## src/rtl/ysyx_24080014_mem_arbiter.sv

```systemverilog
// ysyx_24080014_mem_arbiter: shares one memory access unit between IFU (read) and LSU (read/write)
// Ports: clk, rst (sync, active-low)
//   IFU:  i_ifu_req_valid/o_ifu_req_ready, i_ifu_raddr, o_ifu_rsp_valid, o_ifu_rdata
//   LSU:  i_lsu_req_valid/o_lsu_req_ready, i_lsu_wen, i_lsu_addr, i_lsu_wdata, i_lsu_wmask,
//         o_lsu_rsp_valid, o_lsu_rdata
//   MEM:  o_mem_ren, o_mem_wen, o_mem_raddr, o_mem_waddr, o_mem_din, o_mem_wmask, i_mem_ready, i_mem_dout
//   o_arb_err: sticky read-timeout flag
// Build option: ARB_ROUND_ROBIN_EN selects round-robin tie-break; otherwise LSU has fixed priority.
module ysyx_24080014_mem_arbiter #(
  parameter int ADDR_W  = 32,
  parameter int DATA_W  = 32,
  parameter int TIMEOUT = 16
) (
  input  logic              clk,
  input  logic              rst,
  input  logic              i_ifu_req_valid,
  output logic              o_ifu_req_ready,
  input  logic [ADDR_W-1:0] i_ifu_raddr,
  output logic              o_ifu_rsp_valid,
  output logic [DATA_W-1:0] o_ifu_rdata,
  input  logic              i_lsu_req_valid,
  output logic              o_lsu_req_ready,
  input  logic              i_lsu_wen,
  input  logic [ADDR_W-1:0] i_lsu_addr,
  input  logic [DATA_W-1:0] i_lsu_wdata,
  input  logic [7:0]        i_lsu_wmask,
  output logic              o_lsu_rsp_valid,
  output logic [DATA_W-1:0] o_lsu_rdata,
  output logic              o_mem_ren,
  output logic              o_mem_wen,
  output logic [ADDR_W-1:0] o_mem_raddr,
  output logic [ADDR_W-1:0] o_mem_waddr,
  output logic [DATA_W-1:0] o_mem_din,
  output logic [7:0]        o_mem_wmask,
  input  logic              i_mem_ready,
  input  logic [DATA_W-1:0] i_mem_dout,
  output logic              o_arb_err
);
  localparam int CW = $clog2(TIMEOUT + 1);
  typedef enum logic [1:0] {IDLE, ISSUE, WAIT, RESP} state_t;
  state_t            r_state, w_next;
  logic              r_lsu, r_wen, r_err;
  logic [ADDR_W-1:0] r_addr;
  logic [DATA_W-1:0] r_wdata, r_ifu_rdata, r_lsu_rdata;
  logic [7:0]        r_wmask;
  logic [CW-1:0]     r_cnt;
  logic              w_gnt_lsu, w_idle, w_hs, w_done;
  logic [DATA_W-1:0] w_rd;
`ifdef ARB_ROUND_ROBIN_EN
  // remembers who won the previous handshake; reset to IFU so LSU wins the first tie
  logic r_last_lsu;
  assign w_gnt_lsu = i_lsu_req_valid & (!i_ifu_req_valid | !r_last_lsu);
  always_ff @(posedge clk)
    if (!rst) r_last_lsu <= 1'b0;
    else if (w_hs) r_last_lsu <= w_gnt_lsu;
`else
  assign w_gnt_lsu = i_lsu_req_valid;
`endif
  assign w_idle = r_state == IDLE;
  assign w_hs   = w_idle & (i_ifu_req_valid | i_lsu_req_valid);
  // writes finish after one WAIT cycle; reads on mem_ready or on the TIMEOUT-th WAIT cycle
  assign w_done = r_wen | i_mem_ready | (r_cnt == CW'(TIMEOUT - 1));
  assign w_rd   = r_wen ? '0 : i_mem_ready ? i_mem_dout : DATA_W'(32'hDEADBEEF);
  always_ff @(posedge clk)
    if (!rst) r_state <= IDLE;
    else r_state <= w_next;
  always_comb begin
    w_next = r_state;
    unique case (r_state)
      IDLE:    w_next = w_hs ? ISSUE : IDLE;
      ISSUE:   w_next = WAIT;
      WAIT:    w_next = w_done ? RESP : WAIT;
      default: w_next = IDLE;
    endcase
  end
  always_ff @(posedge clk)
    if (!rst) begin
      r_lsu       <= 1'b0;
      r_wen       <= 1'b0;
      r_addr      <= '0;
      r_wdata     <= '0;
      r_wmask     <= '0;
      r_cnt       <= '0;
      r_ifu_rdata <= '0;
      r_lsu_rdata <= '0;
      r_err       <= 1'b0;
    end else begin
      if (w_hs) begin
        r_lsu   <= w_gnt_lsu;
        r_wen   <= w_gnt_lsu & i_lsu_wen;
        r_addr  <= w_gnt_lsu ? i_lsu_addr : i_ifu_raddr;
        r_wdata <= i_lsu_wdata;
        r_wmask <= i_lsu_wmask;
      end
      r_cnt <= (r_state == WAIT) ? r_cnt + 1'b1 : '0;
      if (r_state == WAIT && w_done) begin
        if (r_lsu) r_lsu_rdata <= w_rd;
        else r_ifu_rdata <= w_rd;
        if (!r_wen && !i_mem_ready) r_err <= 1'b1;
      end
    end
  always_comb begin
    o_ifu_req_ready = w_idle & i_ifu_req_valid & !w_gnt_lsu;
    o_lsu_req_ready = w_idle & w_gnt_lsu;
    o_mem_ren       = (r_state == ISSUE) & !r_wen;
    o_mem_wen       = (r_state == ISSUE) & r_wen;
    o_mem_raddr     = (!w_idle & !r_wen) ? r_addr : '0;
    o_mem_waddr     = (!w_idle & r_wen) ? r_addr : '0;
    o_mem_din       = (!w_idle & r_wen) ? r_wdata : '0;
    o_mem_wmask     = (!w_idle & r_wen) ? r_wmask : '0;
    o_ifu_rsp_valid = (r_state == RESP) & !r_lsu;
    o_lsu_rsp_valid = (r_state == RESP) & r_lsu;
    o_ifu_rdata     = r_ifu_rdata;
    o_lsu_rdata     = r_lsu_rdata;
    o_arb_err       = r_err;
  end
endmodule

```

## config.mk

```make
export PLATFORM = sky130hd
export DESIGN_NAME = ysyx_24080014_mem_arbiter
export DESIGN_NICKNAME = d
export VERILOG_FILES = /design/src/rtl/ysyx_24080014_mem_arbiter.sv
export SDC_FILE = /design/constraint.sdc
export NUM_CORES = 1
export LEC_CHECK = 0
export ABC_AREA = 1
export CAP_MARGIN = 25
export CORE_ASPECT_RATIO = 1.25
export CORE_MARGIN = 3
export CORE_UTILIZATION = 42
export CTS_BUF_LIST = sky130_fd_sc_hd__clkbuf_8 sky130_fd_sc_hd__clkbuf_16
export DETAILED_ROUTE_END_ITERATION = 8
export PLACE_DENSITY = 0.81
export SETUP_SLACK_MARGIN = 0.1
export SKIP_CTS_REPAIR_TIMING = 1
export SLEW_MARGIN = 20
export SYNTH_ARGS = -nofsm -noshare
export SYNTH_HDL_FRONTEND = slang
export SYNTH_SLANG_ARGS = --single-unit
```

## constraint.sdc

```tcl
create_clock -name clk -period 2.3 [get_ports clk]
set_clock_uncertainty 0.2 [all_clocks]
set_input_delay 0.345 -clock clk [delete_from_list [all_inputs] [get_ports clk]]
set_output_delay 0.345 -clock clk [all_outputs]
set_load 0.01 [all_outputs]
```

; ---- Yosys cells after proc, flatten, opt, wreduce, memory -nomap -nowiden
; Index checks and enable logic that the tools add are counted.
[totals]
elab_cells = 52
out_inout_bits = 175
input_bits = 142
register_bits = 146
[classes]
eq_ne = 4
bitwise = 15
n_reduce_logical = 12
addsub = 1
muxes = 10
[op_table]
columns = op, n
row1 = $mux 32, 6
row2 = $and 1x1->1, 11
row3 = $mux 8, 1
row4 = $reduce_and 2->1, 4
row5 = $pmux 2 s3, 1
row6 = $add 5x1->5 const B, 1
row7 = $eq 5x4->1 const B, 1
row8 = $logic_not 1->1, 5
row9 = $eq 2x2->1 const B, 2
row10 = $or 1x1->1, 3
row11 = $eq 2x1->1 const B, 1
row12 = $logic_and 1x1->1, 2
row13 = $logic_not 2->1, 1
row14 = $mux 1, 2
row15 = $not 1->1, 1

; ---- Logic depth before layout (Yosys ltp)
; Gate-level depths: netlist (run 1).
[logic_depth]
depth_word = 4
mapped_depth = 11
ltp_nobuf = 10

; ---- Worst setup path after synthesis (run 1)
; No wires, ideal clock.
[synth_path]
path_type = register to output
start = reg r_state[0]
end = out o_mem_raddr[10]
n_path_buf = 2
required_time_ns = 1.755
stages_incl_launch_ff = 7
arrival_ns = 1.300
path_slack_ns = 0.455
path_cell_list = dfxtp_1 -> inv_1 -> ha_1 -> or2_1 -> clkbuf_1 -> buf_2 -> nor2_1
[synth_between]
elab_chain_cells = 4
[synth_rtl]
columns = item, line_no
row1 = start: declaration, 41  ; state_t r_state, w_next;
row2 = start signal: assignment, 66  ; else r_state <= w_next;
row3 = $logic_not 2->1, 59  ; assign w_idle = r_state == IDLE;
row4 = $logic_not 1->1, 107  ; o_mem_raddr = (!w_idle & !r_wen) ? r_addr : '0;
row5 = $and 1x1->1, 107
row6 = $mux 32, 107
row7 = end: declaration, 31  ; output logic [ADDR_W-1:0] o_mem_raddr,
; Every way passes these cells.

; ---- Final worst setup path (run 1)
[layout_path]
start = reg r_state[1]
end = out o_mem_waddr[9]
[layout_between]
elab_chain_cells = 4
[layout_rtl]
columns = item, line_no
row1 = $logic_not 2->1, 59
row2 = $logic_not 1->1, 108  ; o_mem_waddr = (!w_idle & r_wen) ? r_addr : '0;
row3 = $and 1x1->1, 108
row4 = $mux 32, 108
row5 = end: declaration, 32  ; output logic [ADDR_W-1:0] o_mem_waddr,
; Every way passes these cells.

==> results of run 1 <==
## routing by layer
| layer | track usage [%] | part of all wire, % |
|---|---|---|
| met5 | 0 | 0 |
| met4 | 8.16 | 2.6 |
| met3 | 7.22 | 7.7 |
| met2 | 42.1 | 50 |
| met1 | 27.0 | 39 |
## cells by family (layout without fill, tap and decap cells)
family | after synthesis | count (layout) | share of synthesized area, %
buf+inv | 277 | 588 | 16.4
compound gates | 174 | 174 | 12.6
flops | 146 | 146 | 42.1
simple gates | 501 | 502 | 27.9
fa+ha+maj | 6 | 6 | 1.08
## layout make-up
class	count	area, sq um	area share (%)
repair buffers	348	3140	29.4
clock buffers	18	439	4.11
inverters	209	790	7.38
multi-input cells	682	2990	28.0
flip-flops and latches	146	2930	27.4
well taps	212	265	2.48
clock inverters	13	138	1.29
## flip-flops by register name, indices dropped and copies added (netlist names)
name,count
r_addr,32
o_lsu_rdata,32
r_lsu,1
r_cnt,5
r_wdata,32
o_arb_err,1
o_ifu_rdata,32
r_wmask,8
r_state,2
r_wen,1
## final timing paths
check	from	to	slack [ns]	cells past startpoint
setup / recovery	r_state[1]$_SDFF_PN0_	o_mem_waddr[9]	0.06	7
setup reg to reg	r_wen$_SDFFE_PN0P_	o_ifu_rdata[11]$_SDFFE_PN0P_	0.32	9
hold / removal	i_lsu_req_valid	r_lsu$_SDFFE_PN0P_	0.05	3
hold reg to reg	r_wdata[22]$_SDFFE_PN0P_	r_wdata[22]$_SDFFE_PN0P_	0.25	2
## placed cells by master (no fill, tap or decap), drive strengths merged
| master | synthesis | routed |
|---|---|---|
| a21oi | 69 | 69 |
| dfxtp | 146 | 146 |
| clkdlybuf4s50 | 0 | 204 |
| nor2 | 313 | 313 |
| clkinv | 0 | 5 |
| clkinvlp | 0 | 5 |
| nand3 | 4 | 4 |
| clkbuf | 31 | 90 |
| bufinv | 0 | 2 |
| buf | 37 | 64 |
| o21ai | 104 | 104 |
| nor3 | 1 | 1 |
| or2 | 1 | 1 |
| nor3b | 1 | 1 |
| dlymetal6s2s | 0 | 8 |
| nand2 | 181 | 182 |
| inv | 209 | 210 |
| o21a | 1 | 1 |
| ha | 6 | 6 |
## worst register-to-register path: cells and delay by family, from the launching register on
family | cells | cell delay [ns]
buffers and inverters | 3 | 0.65
DFF | 1 | 0.39
and+or+nand+nor | 6 | 0.63
## power groups by stage
stage          Combinational, mW  Clock (mW)  Sequential, mW
2_1_floorplan               1.23           0            3.09
3_3_place_gp                2.20           0            3.07
3_5_place_dp                2.24           0            3.08
4_1_cts                     2.25        2.73            3.03
5_1_grt                     2.51        2.86            3.08
6_report                    2.27        2.70            3.04
==> impl_results.md, run 1 <==
* Crit path capture type: primary output
* CP Cell Sequence: inv_1 -> ha_4 -> clkinv_4 -> nand2_8 -> clkbuf_16 -> nor2_1 -> dlymetal6s2s_1
* Switching share of power at between 30% and 40%
* Slew Limit Fails at 0
* Max clock buf depth at 2
* Delay-heaviest family, CP: buffers and inverters
* CTS tree: built
* Crit path time final at ~2.2 ns
* Synth Flop Type: dfxtp_1
* Leakage power at approximately 5.4 nW
* Seq/Total Area, Yosys at a little over two fifths
* Max rail drop VDD at 0.465 mV
* CP Launch Type: register
* Antenna Nets Post-Route at 0
* WL per Instance at about 14 microns
* Core Rows at 51
* Clk Tree Root Cell: clkbuf_16
* FMAX at between 400 and 500 MHz
* Gate power share at 28.4%
* Post-Route Setup TNS at 0 ns
* Worst Tran Pin Value at 0.487 ns
* Initial Util at between 40% and 50%
* Pre-CTS setup slack at -0.0391 ns
* Asr flop ratio synth at 0%
* Area delta synth->final at 54.0%
* Worst-skew pair later-pin latency at 0.41 ns
* Hold/Removal Path Class: primary input to register
* Die Wd at 121 microns
* GRT Total Usage at between 20% and 30%
* Design area at 10700 sq um
* Count of input and output buffers at approximately 320
* Crit Path Class: register to primary output
* WP buf/inv at 4
* Via-to-Cell Ratio at between 4 and 5
* Cell Area, Synth at between 6000 and 7000 sq um
* First-pass GRT wire length at ~34000 microns
* Final worst slack at around 0.058 ns
* Yosys cell types at 23
* Post-synth top cells: nor2_1, inv_1, nand2_1
* Pin count of the biggest net entering global routing at 65
* Initial antenna violation count at 0
* Fill count at around 1400
* PnR Total Power at approximately 8.0 mW
* Number of max-cap violations at 0
* Synth top area share at 42.1%
* Post-synthesis cell count at around 1100
* Crit-path max cell delay at between 0.3 and 0.4 ns
* CP arrival at between 1.5 and 2 ns
* Reg clk slew, reported paths at around 0.060 ns
* H-tree depth at 4
* Routed wire length at about 23000 microns
* Register bit total from synthesis at 146
* Finish-stage setup viols at 0
* Worst slew margin at roughly two thirds
* Die area at roughly 18000 sq um
* N_diodes at 0
* Flop pwr share at a little under two fifths
* Drt first pass iters at 4
* Net Switching at around 2.5 mW
* Post-route non-filler standard cell count at around 1600
* Via count at about 7500
* Dpl cell area at just over 10000 sq um
* Count leader, synth: nor2_1
* Status: finished clean
* Unrepaired setup endpoints after global routing: yes
* DRC violations left at 0
* Fin nets at around 1600
* Final cycle utilization of the critical path at 97.5%
* Clock share of power at 33.7%
* Layout Utilization at 67.3%
* Clk sinks at 146
* Remaining Overflow, GRT at 0
* GP Congestion at between 0.8 and 0.9
* Height of the die at around 150 microns
* Boundary Pins at 317
* Layout cell share with drive strength beyond 1 at 13.8%
* Max FO, Critical Path at 7
* Placed insts at 1586
* Number of synthesized flops with an enable pin at 0
* Cts bufs inserted at 17
* Hold Fails Final Rpt at 0
* WHS at ~0.053 ns
* Synth area leaders: dfxtp_1, nor2_1, inv_1
* Slowest library cell on the worst path: dfxtp_2
* Vias in the first global route at 7047
* Int Power at between 5 and 6 mW
* Yosys top cell by area: dfxtp_1
* PD cells at 749 nW/um^2
* Synth warn at 0
* DRT iter0 DRCs at around 490
* Post-Syn Nets at between 1000 and 1500
* CORE AREA at approximately 16000 sq um
* DPL Wire Length at between 15000 and 20000 microns
* Synth Area per Inst at 6.29 sq um
* Worst endpoint required time at 1.75 ns
Power figures use the tool's default switching activity.
==> run 2: changes to the inputs <==
--- a/config.mk
+++ b/config.mk
@@ -13,5 +13,5 @@
 export CTS_BUF_LIST = sky130_fd_sc_hd__clkbuf_8 sky130_fd_sc_hd__clkbuf_16
 export DETAILED_ROUTE_END_ITERATION = 8
-export PLACE_DENSITY = 0.81
+export PLACE_DENSITY = 0.89
 export SETUP_SLACK_MARGIN = 0.1
 export SKIP_CTS_REPAIR_TIMING = 1
==> constraint.sdc (replaced) <==
create_clock -name clk -period 2.3 [get_ports clk]
set_clock_uncertainty 0.2 [all_clocks]
set_input_delay 0.69 -clock clk [delete_from_list [all_inputs] [get_ports clk]]
set_output_delay 0.69 -clock clk [all_outputs]
set_load 0.01 [all_outputs]
==> run 2 against run 1 <==
Routed wire length up 1.6%. The run now ends with setup timing left. Clock power up 8.9%. Largest cell class unchanged. Die area unchanged. Utilization up 2.8 points. Cell area up 4.2%. Combinational power up 11%. Cell count up 1.1%. Maximum frequency down 13%. Critical path type unchanged. Register-to-register slack worse by 0.03 ns. Critical endpoint is now o_mem_raddr[8]. Count of clock-buffer cells in the layout unchanged. Sequential share of layout area down 1.1 points. Sequential power about the same.
==> impl_results.md, run 2 (same netlist as run 1, synthesis figures left out) <==
* Final cycle utilization of the critical path at 112% (+14 points)
* Hold Fails Final Rpt at 0 (unchanged)
* Dpl cell area at 10500 sq um (+2.3%)
* Initial Util at 43.7% (unchanged)
* Max FO, Critical Path at 8 (+1)
* Via count at 7711 (+2.4%)
* Slew Limit Fails at 0 (unchanged)
* Layout cell share with drive strength beyond 1 at 16.9% (+3.1 points)
* Critical Path Start: r_state[0]$_SDFF_PN0_
* Post-route non-filler standard cell count at 1646 (+1.1%)
* Reg2Reg Depth at 8 (-1)
* Core Rows at 51 (unchanged)
* Hold/Removal Path Class: register to register
* Die area at 18100 sq um (unchanged)
* Vias in the first global route at 7204 (+2.2%)
* DPL Wire Length at 16300 microns (-0.47%)
* Reg-to-Reg End: o_lsu_rdata[17]$_SDFFE_PN0P_
* Height of the die at 150 microns (unchanged)
* Most frequent cells in the layout: nor2_1, inv_1, nand2_1
* Placed insts at 1606 (+1.3%)
* Area delta synth->final at 60.5%
* Fin nets at 1569 (+1.1%)
* DRT iter0 DRCs at 351 (-28%)
* Crit path to: o_mem_raddr[8]
* Routed wire length at 23700 microns (+1.6%)
* WL per Instance at 14.4 microns (+0.52%)
* Commonest non-fill, non-tap cell in the layout: nor2_1
* GP Congestion at 0.871 (+3.4%)
* Pre-CTS setup slack at -0.454 ns (-0.415 ns)
* Count of input and output buffers at 316 (unchanged)
* Register area at 2930 sq um (about the same)
* Number of max-cap violations at 0 (unchanged)
* First-pass GRT wire length at 34100 microns (-0.55%)
* Leakage power at 6.59 nW (+23%)
* Post-Route Setup TNS at -22.48 ns (-22.48 ns)
* Status: complete, but fails checks
* Cts bufs inserted at 17 (unchanged)
* Boundary Pins at 317 (unchanged)
* Die Wd at 121 microns (unchanged)
* WHS at 0.246 ns (+0.193 ns)
* Initial antenna violation count at 0 (unchanged)
* Drt first pass iters at 5 (+1)
* Clk Tree Root Cell: clkbuf_16
* Reg clk slew, reported paths at 0.06 ns (about the same)
* GRT Total Usage at 23.3% (-0.43 points)
* H-tree depth at 4 (unchanged)
* FMAX at 389 MHz (-13%)
* PD cells at 763 nW/um^2 (+1.9%)
* Unrepaired setup endpoints after global routing: yes
* N_diodes at 0 (unchanged)
* Critical hold path startpoint: o_arb_err$_SDFFE_PN0P_
* Finish-stage setup viols at 104 (+104)
* Design area at 11100 sq um (+4.2%)
* Antenna Nets Post-Route at 0 (unchanged)
* DRC violations left at 0 (unchanged)
* Clk sinks at 146 (unchanged)
* Pin count of the biggest net entering global routing at 49 (-25%)
* CTS tree: built
* CP arrival at 1.68 ns (-0.02 ns)
* Worst Tran Pin Value at 0.423 ns (-0.0642 ns)
* Layout Utilization at 70.1% (+2.8 points)
* CORE AREA at 15900 sq um (unchanged)
* Remaining Overflow, GRT at 0 (unchanged)
* Failing checks: setup timing
* Via-to-Cell Ratio at 4.68 (+1.3%)
* Worst endpoint required time at 1.41 ns (-0.34 ns)
* Footprint of the multi-input gates at 3050 sq um (+1.8%)
* Final worst slack at -0.270 ns (-0.327 ns)
* Worst-skew pair later-pin latency at 0.40 ns (about the same)
* Crit Path Class: register to primary output
* Crit path capture type: primary output
* Fill count at 1232 (-13%)
* CP Launch Type: register
* Worst slew margin at 71.8% (+4.3 points)
* Crit path time final at 2.57 ns (+0.327 ns)
* Max rail drop VDD at 0.536 mV (+15%)
* Worst R2R Setup Slack at 0.29 ns (-0.03 ns)
* Max clock buf depth at 2 (unchanged)
* PnR Total Power at 8.50 mW (+6.2%)
* RR Startpoint: r_wen$_SDFFE_PN0P_
## run 2: cell count changes in the layout (fill, tap and decap cells not counted), moves of 16 or more
cell             delta
nor2_2             +17
clkdlybuf4s50_1    -61
nor2_1             -18
dlymetal6s2s_1     +57
buf_4              +16
buf_2              +52
clkbuf_2           -57
## run 2: cell type report
type                       instances  area share (%)
sequential                       146            26.2
clock buffer                      18            3.94
multi-input combinational        681            27.3
timing repair buffer             366            31.4
clock inverter                    14            1.67
tap                              212            2.38
inverter                         209            7.04
## run 2: metal layers
layer	global-route usage [%]	up-vias	share of wire, %
met3	6.01	49	7.3
met1	25.4	3452	37
li1	-	3893	-
met4	9.24	0	3.3
met2	42.8	317	52
met5	0	-	0
## run 2: worst min path at each step
stage	depth (start not counted)	slack, ns	to
after detailed placement	2	0.24	o_arb_err$_SDFFE_PN0P_
after floorplan	1	0.22	r_cnt[0]$_SDFF_PN0_
after global placement	1	0.23	r_cnt[0]$_SDFF_PN0_
after CTS	2	0.25	o_arb_err$_SDFFE_PN0P_
final	2	0.25	o_arb_err$_SDFFE_PN0P_
after global routing	2	0.27	r_wdata[8]$_SDFFE_PN0P_
## run 2: where the power goes
part	switching, mW	internal [mW]
Sequential	0.150	2.89
Clock	1.10	1.84
Combinational	1.40	1.12
Total	2.65	5.85
## run 2: worst max-delay path, cell delays in order, from the launching register on
cell and delay [ns]:
dfxtp_2 0.33, inv_2 0.05, ha_4 0.16, or2_4 0.31, clkbuf_16 0.20, nor2_2 0.09
buf_2 0.14
